--- src/rtl/encoder_scheduler.sv ---
// Walks the input buffer through the vocabulary matcher and emits one token per match.
// Optional match watchdog is enabled with `define ENCODER_SCHED_TIMEOUT_EN.
module encoder_scheduler #(
  parameter int ADDR_WIDTH  = 4,
  parameter int TOKEN_WIDTH = 8,
  parameter int LEN_WIDTH   = 4,
  parameter int UNK_ID      = 0
`ifdef ENCODER_SCHED_TIMEOUT_EN
  ,
  parameter int TIMEOUT_CYCLES = 64
`endif
) (
  input  logic                   clk,
  input  logic                   rst,
  input  logic                   start,
  output logic                   m_start,
  output logic [ADDR_WIDTH-1:0]  m_base,
  input  logic                   m_done,
  input  logic                   m_found,
  input  logic [LEN_WIDTH-1:0]   m_len,
  input  logic [TOKEN_WIDTH-1:0] m_token,
  input  logic                   m_end,
  output logic                   tok_valid,
  input  logic                   tok_ready,
  output logic [TOKEN_WIDTH-1:0] tok_id,
  output logic                   tok_unk,
  output logic                   busy,
  output logic                   done,
  output logic [ADDR_WIDTH:0]    tok_count,
  output logic                   error
);

  // Wide enough that ptr + step can never wrap before the exhaustion test.
  localparam int SUM_W = ((ADDR_WIDTH > LEN_WIDTH) ? ADDR_WIDTH : LEN_WIDTH) + 1;

  typedef enum logic [2:0] {
    IDLE   = 3'd0,
    LAUNCH = 3'd1,
    WAIT   = 3'd2,
    EMIT   = 3'd3,
    FINISH = 3'd4
  } state_t;

  state_t                 state_r, state_next_s;
  logic [ADDR_WIDTH-1:0]  ptr_r, ptr_next_s;
  logic [LEN_WIDTH-1:0]   step_r, step_next_s;
  logic [TOKEN_WIDTH-1:0] tok_id_r, tok_id_next_s;
  logic                   tok_unk_r, tok_unk_next_s;
  logic [ADDR_WIDTH:0]    tok_count_r, tok_count_next_s;
  logic                   error_r, error_next_s;
  logic                   m_start_r, tok_valid_r, busy_r, done_r;
  logic [SUM_W-1:0]       next_addr_s;
  logic                   exhausted_s;
  logic                   timeout_s;

  assign next_addr_s = SUM_W'(ptr_r) + SUM_W'(step_r);
  assign exhausted_s = |next_addr_s[SUM_W-1:ADDR_WIDTH];

`ifdef ENCODER_SCHED_TIMEOUT_EN
  localparam int CNT_W = $clog2(TIMEOUT_CYCLES + 1);
  logic [CNT_W-1:0] wait_cnt_r;

  // Watchdog: counts cycles spent in WAIT, restarts whenever WAIT is left.
  always_ff @(posedge clk or posedge rst) begin
    if (rst) begin
      wait_cnt_r <= {CNT_W{1'b0}};
    end else if (state_r != WAIT) begin
      wait_cnt_r <= {CNT_W{1'b0}};
    end else begin
      wait_cnt_r <= wait_cnt_r + CNT_W'(1);
    end
  end

  assign timeout_s = (state_r == WAIT) && !m_done &&
                     (wait_cnt_r == CNT_W'(TIMEOUT_CYCLES - 1));
`else
  assign timeout_s = 1'b0;
`endif

  // Next-state and datapath update.
  always_comb begin
    state_next_s     = state_r;
    ptr_next_s       = ptr_r;
    step_next_s      = step_r;
    tok_id_next_s    = tok_id_r;
    tok_unk_next_s   = tok_unk_r;
    tok_count_next_s = tok_count_r;
    error_next_s     = error_r;
    case (state_r)
      IDLE: begin
        if (start) begin
          state_next_s     = LAUNCH;
          ptr_next_s       = {ADDR_WIDTH{1'b0}};
          tok_count_next_s = {(ADDR_WIDTH+1){1'b0}};
          error_next_s     = 1'b0;
        end else begin
          state_next_s = IDLE;
        end
      end
      LAUNCH: begin
        state_next_s = WAIT;
      end
      WAIT: begin
        if (m_done) begin
          if (m_end) begin
            state_next_s = FINISH;
          end else if (m_found && (m_len != {LEN_WIDTH{1'b0}})) begin
            tok_id_next_s  = m_token;
            tok_unk_next_s = 1'b0;
            step_next_s    = m_len;
            state_next_s   = EMIT;
          end else begin
            // A zero-length hit is reported as an error but still advances like UNK.
            tok_id_next_s  = TOKEN_WIDTH'(UNK_ID);
            tok_unk_next_s = 1'b1;
            step_next_s    = LEN_WIDTH'(1);
            error_next_s   = error_r | m_found;
            state_next_s   = EMIT;
          end
        end else if (timeout_s) begin
          error_next_s = 1'b1;
          state_next_s = FINISH;
        end else begin
          state_next_s = WAIT;
        end
      end
      EMIT: begin
        if (tok_ready) begin
          tok_count_next_s = tok_count_r + (ADDR_WIDTH+1)'(1);
          if (exhausted_s) begin
            state_next_s = FINISH;
          end else begin
            ptr_next_s   = next_addr_s[ADDR_WIDTH-1:0];
            state_next_s = LAUNCH;
          end
        end else begin
          state_next_s = EMIT;
        end
      end
      FINISH: begin
        state_next_s = IDLE;
      end
      default: begin
        state_next_s = IDLE;
      end
    endcase
  end

  // State register.
  always_ff @(posedge clk or posedge rst) begin
    if (rst) begin
      state_r <= IDLE;
    end else begin
      state_r <= state_next_s;
    end
  end

  // Datapath registers and registered outputs decoded from the next state.
  always_ff @(posedge clk or posedge rst) begin
    if (rst) begin
      ptr_r       <= {ADDR_WIDTH{1'b0}};
      step_r      <= {LEN_WIDTH{1'b0}};
      tok_id_r    <= {TOKEN_WIDTH{1'b0}};
      tok_unk_r   <= 1'b0;
      tok_count_r <= {(ADDR_WIDTH+1){1'b0}};
      error_r     <= 1'b0;
      m_start_r   <= 1'b0;
      tok_valid_r <= 1'b0;
      busy_r      <= 1'b0;
      done_r      <= 1'b0;
    end else begin
      ptr_r       <= ptr_next_s;
      step_r      <= step_next_s;
      tok_id_r    <= tok_id_next_s;
      tok_unk_r   <= tok_unk_next_s;
      tok_count_r <= tok_count_next_s;
      error_r     <= error_next_s;
      m_start_r   <= (state_next_s == LAUNCH);
      tok_valid_r <= (state_next_s == EMIT);
      busy_r      <= (state_next_s != IDLE);
      done_r      <= (state_next_s == FINISH);
    end
  end

  assign m_start   = m_start_r;
  assign m_base    = ptr_r;
  assign tok_valid = tok_valid_r;
  assign tok_id    = tok_id_r;
  assign tok_unk   = tok_unk_r;
  assign busy      = busy_r;
  assign done      = done_r;
  assign tok_count = tok_count_r;
  assign error     = error_r;

endmodule

--- config.mk ---
export PLATFORM = sky130hd
export DESIGN_NAME = encoder_scheduler
export DESIGN_NICKNAME = d
export VERILOG_FILES = /design/src/rtl/encoder_scheduler.sv
export SDC_FILE = /design/constraint.sdc
export NUM_CORES = 1
export LEC_CHECK = 0
export CELL_PAD_IN_SITES_DETAIL_PLACEMENT = 1
export CELL_PAD_IN_SITES_GLOBAL_PLACEMENT = 1
export CORE_ASPECT_RATIO = 1.4
export CORE_MARGIN = 2
export CORE_UTILIZATION = 36
export DETAILED_ROUTE_END_ITERATION = 7
export PLACE_DENSITY_LB_ADDON = 0.1
export SYNTH_ARGS = -nofsm -noshare
export SYNTH_HDL_FRONTEND = slang
export SYNTH_SLANG_ARGS = --single-unit
--- constraint.sdc ---
create_clock -name clk -period 2.2 [get_ports clk]
set_input_delay 0.44 -clock clk [delete_from_list [all_inputs] [get_ports clk]]
set_output_delay 0.44 -clock clk [all_outputs]
set_load 0.1 [all_outputs]
Word level (Yosys, flattened, before mapping)
Cells that the tools add are included.

operators by class
  equality and inequality tests = 12
  bitwise logic cells = 2
  mux-type cells = 21
  add/subtract/negate cells = 2
  reductions and logical operators = 10

operator list
  kind                   number
  $mux W4                4
  $mux W3                4
  $ne A2 B2 Y1 const B   6
  $pmux W3 S4            1
  $mux W5                2
  $pmux W5 S2            1
  $eq A3 B2 Y1 const B   3
  $mux W8                1
  $pmux W4 S2            1
  $eq A3 B1 Y1 const B   2
  $mux W1                6
  $reduce_and A3 Y1      2
  $add A4 B4 Y5          1
  $add A5 B1 Y5 const B  1
  $reduce_and A5 Y1      1
  $reduce_and A4 Y1      1
  $reduce_bool A2 Y1     2
  $reduce_bool A4 Y1     1
  $eq A3 B3 Y1 const B   1
  $logic_not A3 Y1       1
  $reduce_bool A3 Y1     1
  $pmux W1 S2            1
  $logic_and A1 B1 Y1    1
  $not A1 Y1             1
  $or A1 B1 Y1           1

storage, ports and cells
  output and inout port bits = 23
  register bits after elaboration = 30
  word-level logic and storage cells = 58
  bits of input ports = 19

Depth between registers and ports, before layout
  word-level depth = 6
  depth in mapped cells = 6
  gate-level depth less buffers = 6

Least setup slack after synthesis
OpenSTA, ideal clock, no wires.

  kind = register to register
  from = reg ptr_r[0], in the netlist m_base[0]
  to = reg ptr_r[0], in the netlist m_base[0]
  stages on the path, launching flop included = 7
  data required time = 2,076 ps
  path slack = -131 ps
  library setup time = 124 ps
  data arrival time = 2,207 ps
  period minus slack after synthesis = 2,331 ps
  buffers on the path = 0
  cell sequence = dfrtp_1 ha_1 fa_1 nand3_1 nand2_1 o21a_4 a211o_1

between the ends
  cells in the longest elaborated chain, start to end = 4
  elaborated cells on any way between the ends = 6
  those cells by class = add/sub (1); eq/ne (1); mux (3); reduce/logical (1)

RTL lines
  what                    RTL line  text
  from (decl)             45        logic [ADDR_WIDTH-1:0] ptr_r, ptr_next_s;
  from (signal assigned)  161       ptr_r <= {ADDR_WIDTH{1'b0}};
  from (signal assigned)  172       ptr_r <= ptr_next_s;
  $add A4 B4 Y5 (*)       56        assign next_addr_s = SUM_W'(ptr_r) + SUM_W'(step_r);
  $mux W4                 130       if (exhausted_s) begin
  $mux W4                 128       if (tok_ready) begin
  $pmux W4 S2             89        case (state_r)

Mark *: on every way between the ends. The rest lies on a longest branch, timed or not. The select of a mux whose other input is x is not followed.
A chain may end at the register's enable or synchronous reset.

Worst setup path in the final report
  from = reg ptr_r[0], in the netlist m_base[0]
  to = reg ptr_r[1], in the netlist m_base[1]

The elaborated chain is that of the path after synthesis.

==> flow_summary.toml <==
[logic_synthesis]
synth_seq_cells = 30
synth_cell_types = 33
seq_area_frac_synth_pct = 51.0
async_flop_share_pct = 100
synth_edf_count = 0
syn_area_per_cell_um2 = 11.4
syn_nets = 154
synthCells = 129
synth_warnings = 0
synth_area_um2 = 1470
ys.flop_type = "dfrtp_1"

[place]
gp_congestion = 0.784
dp.cells = 214
dpl.hpwl_um = 2590
port-buffer-count = 41

[floorplan]
io_pins = 42
die_area_um2 = 4630
core-area_um2 = 3920
initial_core_util_pct = 37.6
rows = 27
dieHeight_um = 79.7
fp.dieW_um = 58.1

[clock_network]
clk_pin_slew_worst_paths_ns = 0.07
postCtsHoldBufs = 0
root_buffer = "clkbuf_8"
clkLatencyLatePin_ns = 0.28
cts_tree = "done"
clkSinkCount = 30
cts_made_buffers = 5
cts_htree_levels = 2
post_cts_buffers = 0
cts_resized = 0
clockBufferDepth = 2

[worst_setup_path]
critPathCaptureType = "register"
r2r_end = "m_base[1]"
reg2reg_depth = 6
r2r-start = "m_base[0]"
arrival_ns = 2.11
rrSetupSlack_ns = 0.25
crit_path_start = "m_base[0]"
cp_max_fo = 5
critPathCapture = "m_base[1]"
critPathKind = "register to register"
crit_required_ns = 2.35
crit_path_start_kind = "register"

[final_layout]
final_layout_size_suffix_gt1_share_pct = 24.6
seq_area_um2 = 753
multi_input_area_um2 = 669
n_fill_cell = 439
utilization_pct = 50.3
nets = 203
antenna_cells = 0
finalNonFillerCells = 222
area_growth_pct = 33.9

[sta]
drv_slew = 0
fin_setup_tns_ns = 0
fmax_ghz = 0.512
finClkSkew_ns = 0.00953
tightest_slew_ns = 0.436
setup_viol = 0
finalCriticalPeriod_ns = 1.95
rsz0062_at_grt = "false"
slew_headroom_pct = 70.9
post-route-period-util_pct = 88.8
hold_viol_final = 0

[detailed_routing]
routedWlPerCell_um = 15.3
vias_per_cell = 5.29
first_pass_iters = 2
vias = 1175
totalWireLength_um = 3410
drc = 0
drtIter0Drc = 22
ant_nets = 0

[global_routing]
grtUsageTotal_pct = 16.2
grt_pass1_wl_um = 5800
antenna_found_initial = 0
grt_overflow = 0
grt_pass1_vias = 1207
grt_max_degree = 31

[outcome]
outcome = "complete, no violations"

[worst_hold_path]
min_from = "step_r[2]"
hold_class = "register to register"

[job]
maxCapViolations = 0
[worst max-delay path, stage by stage (launching register included)]
cell,delay [ns]
dfrtp_2,0.43
ha_1,0.23
fa_1,0.41
nand3_1,0.12
nand2_1,0.11
o21a_4,0.24
a211o_1,0.29
[through the flow]
stage | area [um^2] | setup slack (ns) | hold slack, ns
5_1_grt | 1970 | 0.129 | 0.526
6_report | 1970 | 0.246 | 0.495
3_5_place_dp | 1890 | 0.178 | 0.484
4_1_cts | 1970 | 0.223 | 0.497
2_1_floorplan | 1480 | 0.0423 | 0.454
3_3_place_gp | 1890 | 0.188 | 0.479
[synthesized netlist by cell type (2+ instances only)]
library cell,count,share of area [%]
a211o_1,3,1.8
a21oi_1,7,2.4
a22o_1,10,5.9
and3b_1,3,1.8
buf_6,2,1.5
clkbuf_1,2,0.51
dfrtp_1,30,51
ha_1,5,4.2
inv_1,4,1.0
nand2_1,15,3.8
nand3_1,2,0.68
nand4_1,2,0.85
nor2_1,8,2.0
nor3b_1,7,3.6
nor4_1,2,0.85
nor4b_4,2,3.2
o21ai_0,6,2.0
xor2_1,4,2.4
[cells in the final DEF, fill, tap and decap left out, types with 4 or more instances in the layout]
cell / synthesis / layout
buf_4: 1 / 29
dfrtp_1: 30 / 28
clkdlybuf4s50_1: 0 / 18
nand2_1: 15 / 15
a22o_1: 10 / 10
nor2_1: 8 / 8
a21oi_1: 7 / 7
nor3b_1: 7 / 7
o21ai_0: 6 / 6
ha_1: 5 / 5
clkbuf_8: 0 / 5
xor2_1: 4 / 4
inv_1: 4 / 4
[how the worst min path moves through the flow]
stage,to,slack [ns],depth (start not counted)
2_1_floorplan,step_r[2],0.45,2
6_report,step_r[2],0.49,2
3_5_place_dp,step_r[2],0.48,2
4_1_cts,step_r[2],0.50,2
5_1_grt,tok_id[2],0.53,1
3_3_place_gp,step_r[3],0.48,2
[logic make-up after synthesis]
logic type               share of synthesized area, %
AO/OA/AOI/OAI                                    15.0
XOR/XNOR                                         2.38
AND/OR/NAND/NOR                                  21.8
adder cells (fa/ha/maj)                          5.61
flip-flops                                       51.0
buffers and inverters                            3.57
multiplexers                                    0.680
[registers in the layout (all words and copies together) (netlist names)]
name and count:
error 1, tok_count 5, step_r 4, busy 1, tok_id 8, state_r 3
tok_unk 1, m_base 4, tok_valid 1, done 1, m_start 1
[layer usage]
| layer | part of all wire [%] | vias up | global-route usage (%) |
|---|---|---|---|
| met4 | 1.2 | 0 | 5.58 |
| met1 | 40 | 579 | 19.3 |
| met5 | 0 | - | 0 |
| met2 | 53 | 29 | 28.3 |
| li1 | - | 562 | - |
| met3 | 4.9 | 5 | 3.40 |
[cell type report]
type / count / area share (%)
tap: 43 / 2.73
timing repair buffer: 47 / 20.2
multi-input combinational: 90 / 33.9
inverter: 4 / 0.761
sequential: 30 / 38.2
clock inverter: 2 / 0.508
clock buffer: 6 / 3.68
Power is left out: the tool's default activity adds up to more than one toggle a clock period on the data nets, which glitch-free logic cannot reach.
